## src/rtl/seg_pkg.sv

```systemverilog
// Segment encodings shared by the seven-segment display path.
// Codes are gfedcba with 1 = segment lit; cathode drivers invert them.
package seg_pkg;

    typedef logic [6:0] seg_t;

    localparam seg_t SEG_BLANK = 7'h00;

    // Element h holds the code for hex value h.
    localparam logic [15:0][6:0] SEG_CODE = {
        7'h71, 7'h79, 7'h5E, 7'h39, 7'h7C, 7'h77, 7'h6F, 7'h7F,
        7'h07, 7'h7D, 7'h6D, 7'h66, 7'h4F, 7'h5B, 7'h06, 7'h3F
    };

    function automatic seg_t hex_to_seg(input logic [3:0] hex);
        return SEG_CODE[hex];
    endfunction

endpackage

```

## src/rtl/seg_decoder.sv

```systemverilog
// Hex to active-low cathode decoder with a blanking override.
module seg_decoder
    import seg_pkg::*;
(
    input  logic [3:0] hex,
    input  logic       blank,
    output seg_t       seg_n
);

    always_comb begin
        seg_n = blank ? ~SEG_BLANK : ~hex_to_seg(hex);
    end

endmodule

```

## src/rtl/seven_segment_mux.sv

```systemverilog
// Time-multiplexed common-anode display driver with frame-boundary reloads.
// Define SEVEN_SEG_LEADING_ZERO_BLANK_EN to suppress leading zeros.
module seven_segment_mux
    import seg_pkg::*;
#(
    parameter int NUM_DIGITS  = 8,
    parameter int REFRESH_DIV = 100000
) (
    input  logic                    clk,
    input  logic                    rst_n,
    input  logic [4*NUM_DIGITS-1:0] digits,
    input  logic [NUM_DIGITS-1:0]   dp,
    input  logic [NUM_DIGITS-1:0]   digit_en,
    input  logic                    load,
    output logic                    pending,
    output logic                    frame_tick,
    output logic                    C1,
    output logic                    C2,
    output logic                    C3,
    output logic                    C4,
    output logic                    C5,
    output logic                    C6,
    output logic                    C7,
    output logic                    dp_n,
    output logic [NUM_DIGITS-1:0]   anode
);

    localparam int IW = (NUM_DIGITS > 1) ? $clog2(NUM_DIGITS) : 1;
    localparam int CW = $clog2(REFRESH_DIV);
    localparam logic [IW-1:0] LAST_IDX = IW'(NUM_DIGITS - 1);
    localparam logic [CW-1:0] LAST_CNT = CW'(REFRESH_DIV - 1);

    logic [4*NUM_DIGITS-1:0] stg_digits, sh_digits;
    logic [NUM_DIGITS-1:0]   stg_dp, sh_dp;
    logic [NUM_DIGITS-1:0]   stg_en, sh_en;
    logic [NUM_DIGITS-1:0]   lz_next, lz_mask;
    logic [CW-1:0]           div_cnt;
    logic [IW-1:0]           idx;
    seg_t                    seg_n, seg_q;

    logic tc, boundary, blank;
    logic [3:0] sel_hex;

    assign tc       = (div_cnt == LAST_CNT);
    assign boundary = tc && (idx == LAST_IDX);

`ifdef SEVEN_SEG_LEADING_ZERO_BLANK_EN
    // Mask is built from staging so it lands in the same cycle as the shadow copy.
    // Disabled digits are already dark and do not end the leading-zero run.
    always_comb begin
        logic run;
        run     = 1'b1;
        lz_next = '0;
        for (int i = NUM_DIGITS - 1; i >= 1; i--) begin
            if (stg_en[i]) begin
                if (run && (stg_digits[4*i +: 4] == 4'h0) && !stg_dp[i])
                    lz_next[i] = 1'b1;
                else
                    run = 1'b0;
            end
        end
    end
`else
    assign lz_next = '0;
`endif

    assign sel_hex = sh_digits[4*int'(idx) +: 4];
    assign blank   = ~sh_en[idx] | lz_mask[idx];

    seg_decoder u_dec (
        .hex   (sel_hex),
        .blank (blank),
        .seg_n (seg_n)
    );

    always_ff @(posedge clk) begin
        if (!rst_n) begin
            stg_digits <= '0;
            stg_dp     <= '0;
            stg_en     <= '0;
            sh_digits  <= '0;
            sh_dp      <= '0;
            sh_en      <= '0;
            lz_mask    <= '0;
            pending    <= 1'b0;
            div_cnt    <= '0;
            idx        <= '0;
            frame_tick <= 1'b0;
            anode      <= '1;
            seg_q      <= '1;
            dp_n       <= 1'b1;
        end else begin
            if (tc) begin
                div_cnt <= '0;
                idx     <= (idx == LAST_IDX) ? '0 : idx + 1'b1;
            end else begin
                div_cnt <= div_cnt + 1'b1;
            end
            frame_tick <= boundary;

            // Shadow takes the old staging even if a new load lands this cycle.
            if (boundary && pending) begin
                sh_digits <= stg_digits;
                sh_dp     <= stg_dp;
                sh_en     <= stg_en;
                lz_mask   <= lz_next;
            end
            if (load) begin
                stg_digits <= digits;
                stg_dp     <= dp;
                stg_en     <= digit_en;
            end
            pending <= load | (pending & ~boundary);

            anode <= ~(NUM_DIGITS'(1) << idx);
            seg_q <= seg_n;
            dp_n  <= blank | ~sh_dp[idx];
        end
    end

    assign {C7, C6, C5, C4, C3, C2, C1} = seg_q;

endmodule

```

## config.mk

```make
export PLATFORM = sky130hd
export DESIGN_NAME = seven_segment_mux
export DESIGN_NICKNAME = d
export VERILOG_FILES = /design/src/rtl/seg_pkg.sv /design/src/rtl/seg_decoder.sv /design/src/rtl/seven_segment_mux.sv
export SDC_FILE = /design/constraint.sdc
export NUM_CORES = 1
export LEC_CHECK = 0
export ABC_AREA = 1
export ABC_CLOCK_PERIOD_IN_PS = 5790
export BUFFER_PORTS_ARGS = -buffer_cell sky130_fd_sc_hd__buf_2
export CORE_MARGIN = 2
export CORE_UTILIZATION = 45
export DETAILED_ROUTE_END_ITERATION = 8
export PLACE_DENSITY = 0.64
export SLEW_MARGIN = 0
export SYNTH_ARGS = -nofsm -noshare
export SYNTH_HDL_FRONTEND = slang
export SYNTH_SLANG_ARGS = --single-unit
```

## constraint.sdc

```tcl
create_clock -name clk -period 5.79 [get_ports clk]
set_input_delay 0.579 -clock clk [delete_from_list [all_inputs] [get_ports clk]]
set_output_delay 0.579 -clock clk [all_outputs]
set_load 0.01 [all_outputs]
```

==> metrics.md <==
| Metric | Value |
|---|---|
| First drt pass iteration count | 5 |
| Combinational share of power | 3.1% |
| CP Launch Type | flip-flop |
| ANT nets after route | 0 |
| Min-delay src | digits[29] |
| Reg clk slew, reported paths | ~0.06 ns |
| PwrDens | 332.2 nW/µm² |
| FF-to-FF End | seg_q[5] |
| Die Y | ~120 µm |
| F_max | approximately 410 MHz |
| Outcome | finished, final reports clean |
| Max_cap viols | 0 |
| Antenna cells | 0 |
| Wire per inst | 11.61 µm |
| Clock sinks | around 130 |
| Reg2reg path depth | 10 |
| Slew @ Worst Pin | 0.8127 ns |
| Share of layout cells above drive strength 1 | 12.24% |
| CTS root buf | clkbuf_16 |
| CP Depth | 10 |
| Setup WS post-layout | ~3.3 ns |
| CTS tree | built |
| Seq pwr share | 42.5% |
| Vias in the first global route | 4577 |
| I/O pin count | just under 70 |
| Final Max Tran Viols | 0 |
| Syn avg cell area | 6.887 µm² |
| Latest clock arrival within the worst-skew pair | about 0.42 ns |
| Mapped Area | between 5000 and 6000 µm² |
| Post-synthesis async set-or-reset flop share | 0% |
| Initial Util | 45.75% |
| Filler cell count | 1288 |
| Post-cts sizing count | 0 |
| Final period util | 42.21% |
| Row cnt | 41 |
| WHS Path Cells | 3 |
| Residual DRC | 0 |
| GRT overflow | 0 |
| Via-to-Cell Ratio | ~4.7 |
| Synth cell types | 27 |
| CTS buffer count | 17 |
| Most frequent cells in the layout | nor2_1 (215), nand2_1 (197), dfxtp_1 (134), inv_1 (77), buf_2 (68) |
| Peak VDD IR | between 200 and 300 µV |
| Power share of the clock group | a little over half |
| Hold-fix buffers, CTS | 0 |
| Sw Ratio | 20.14% |
| Slew headroom | 45.82% |
| Critical path class | reg -> reg |
| Max clock buf depth | 2 |
| Nets | 950 |
| Die area | around 14000 µm² |
| Mapped Cells | 835 |
| Crit path largest cell delay | 0.66 ns |
| Seq/Total Area, Yosys | between 40% and 50% |
| Internal | 0.001807 W |
| Crit end category | flip-flop |
| Clock Skew | 0.006121 ns |
| CP Data Arrival Time | about 2.7 ns |
| # H-tree levels | 4 |
| Pleak | 3.306 nW |
| Routability cong. | 0.8324 |
| Initial DRC count | 400 |
| Final critical-path required period | 2.444 ns |
| Worst Path Max Fanout | 16 |
| First-pass GRT wire length | roughly 21000 µm |
| GRT Overall Usage | 19.82% |
| Psw | around 0.00046 W |
| EDFF count, synth | 0 |
| Net Count, Synth | 899 |
| Syn-to-layout area delta | 18.43% |
| Final setup viols | 0 |
| Inst Count DP | 1039 |
| Largest net degree at the start of global routing | 95 |
| Hold EP | stg_digits[29] |
| Place WS | 3.339 ns |
| HP Class | in -> reg |
| Core area | 12570 µm² |
| RSZ-0062 raised after global routing | no |
| Flops & latches, synth | around 130 |
| IO Port Bufs | roughly 70 |
| YS warnings | 0 |
| DP Wirelength | 8049 µm |
| Most common cell after layout, fill and taps aside | nor2_1 |
| FF-to-FF Start | idx[1] |
| Postcts setup bufs | 0 |
| Slowest-stage cell, CP | dfxtp_1 |
| Non-filler instance count after layout | approximately 1100 |
| CP delay by family, top | flip-flops |
| Worst R2R Setup Slack | 3.35 ns |
| DR vias | 4989 |
| Die width | about 120 µm |
| CP required | 6.09 ns |
| Most used DFF post-synth | dfxtp_1 |
| Critical-path cell list | inv_1 > nand3_1 > nand2_1 > o21ai_1 > inv_1 > ha_1 > nand3_1 > nand2_1 > nand2_1 > nand3_1 |
| Fin. Hold Viols | 0 |
| CP bufs+invs | 2 |
| Setup_tns | 0 ns |
| Routed WL | 12440 µm |
| Initial antenna violation count | 0 |
[cell usage after synthesis (all sizes together) (7+ instances only)]
library cell	instances	area, µm²
inv	79	296.5
buf	20	140.1
nor2	217	829.5
nand2	198	745.7
dfxtp	134	2683
nand4	7	50.05
o21ai	60	300.3
nor3	7	35.03
nand3	47	235.2
ha	13	162.7
clkbuf	20	75.07
a21oi	21	105.1
[cells by family after synthesis]
logic type / Yosys count / share of synthesized area, %
XOR/XNOR: 4 / 0.6093
flip-flops: 134 / 46.65
buffers and inverters: 119 / 8.899
adder cells (fa/ha/maj): 13 / 2.829
AND/OR/NAND/NOR: 481 / 33.59
AO/OA/AOI/OAI: 84 / 7.419
[registers in the layout, summed over array words and instances, names as in the netlist]
| signal | flops |
|---|---|
| anode | 8 |
| div_cnt | 17 |
| dp_n | 1 |
| frame_tick | 1 |
| idx | 3 |
| pending | 1 |
| seg_q | 7 |
| sh_digits | 32 |
| sh_dp | 8 |
| sh_en | 8 |
| stg_digits | 32 |
| stg_dp | 8 |
| stg_en | 8 |
[tightest hold or removal path, stage by stage]
cell	delay, ns
buf_2	0.07
nor2_1	0.03
nor2_1	0.08
[how the worst max path moves through the flow]
stage	start	endpoint
after floorplan	idx[0]	seg_q[3]
after global placement	load	stg_digits[4]
after detailed placement	load	stg_digits[4]
after CTS	idx[1]	seg_q[5]
after global routing	idx[0]	seg_q[1]
final	idx[1]	seg_q[5]
[layer usage]
metal | GRT usage (%) | routed length (µm) | vias up
li1 | - | - | 2680
met1 | 27.28 | 6173 | 2199
met2 | 30.10 | 5513 | 92
met3 | 5.201 | 536 | 18
met4 | 7.137 | 212 | 0
met5 | 0 | 0 | -
[power by group through the flow]
stage,clock network [W],logic (W),registers (W)
4_1_cts,0.00125,0.0000724,0.000962
5_1_grt,0.00129,0.0000843,0.000964
3_5_place_dp,0,0.0000719,0.000982
3_3_place_gp,0,0.0000716,0.000982
6_report,0.00123,0.0000709,0.000962
2_1_floorplan,0,0.0000449,0.000978
[metrics by stage]
step | power, W | utilization, % | hold slack [ns] | cell area (µm²)
2_1_floorplan | 0.001023 | - | 0.4294 | 5751
3_3_place_gp | 0.001053 | 48.77 | 0.4449 | 6130
3_5_place_dp | 0.001054 | 48.77 | 0.4575 | 6130
4_1_cts | 0.002285 | 54.19 | 0.3623 | 6810
5_1_grt | 0.002337 | 54.19 | 0.3844 | 6810
6_report | 0.002262 | 54.19 | 0.3759 | 6810
[final cells by class]
class	count	area, µm²	share of cell area [%]
clock buffers	20	456.7	6.706
clock inverters	12	224.0	3.289
inverters	79	296.5	4.354
multi-input cells	582	2565	37.66
flip-flops and latches	134	2683	39.39
well taps	172	215.2	3.160
repair buffers	72	370.4	5.438
(Power assumes the default switching activity.)
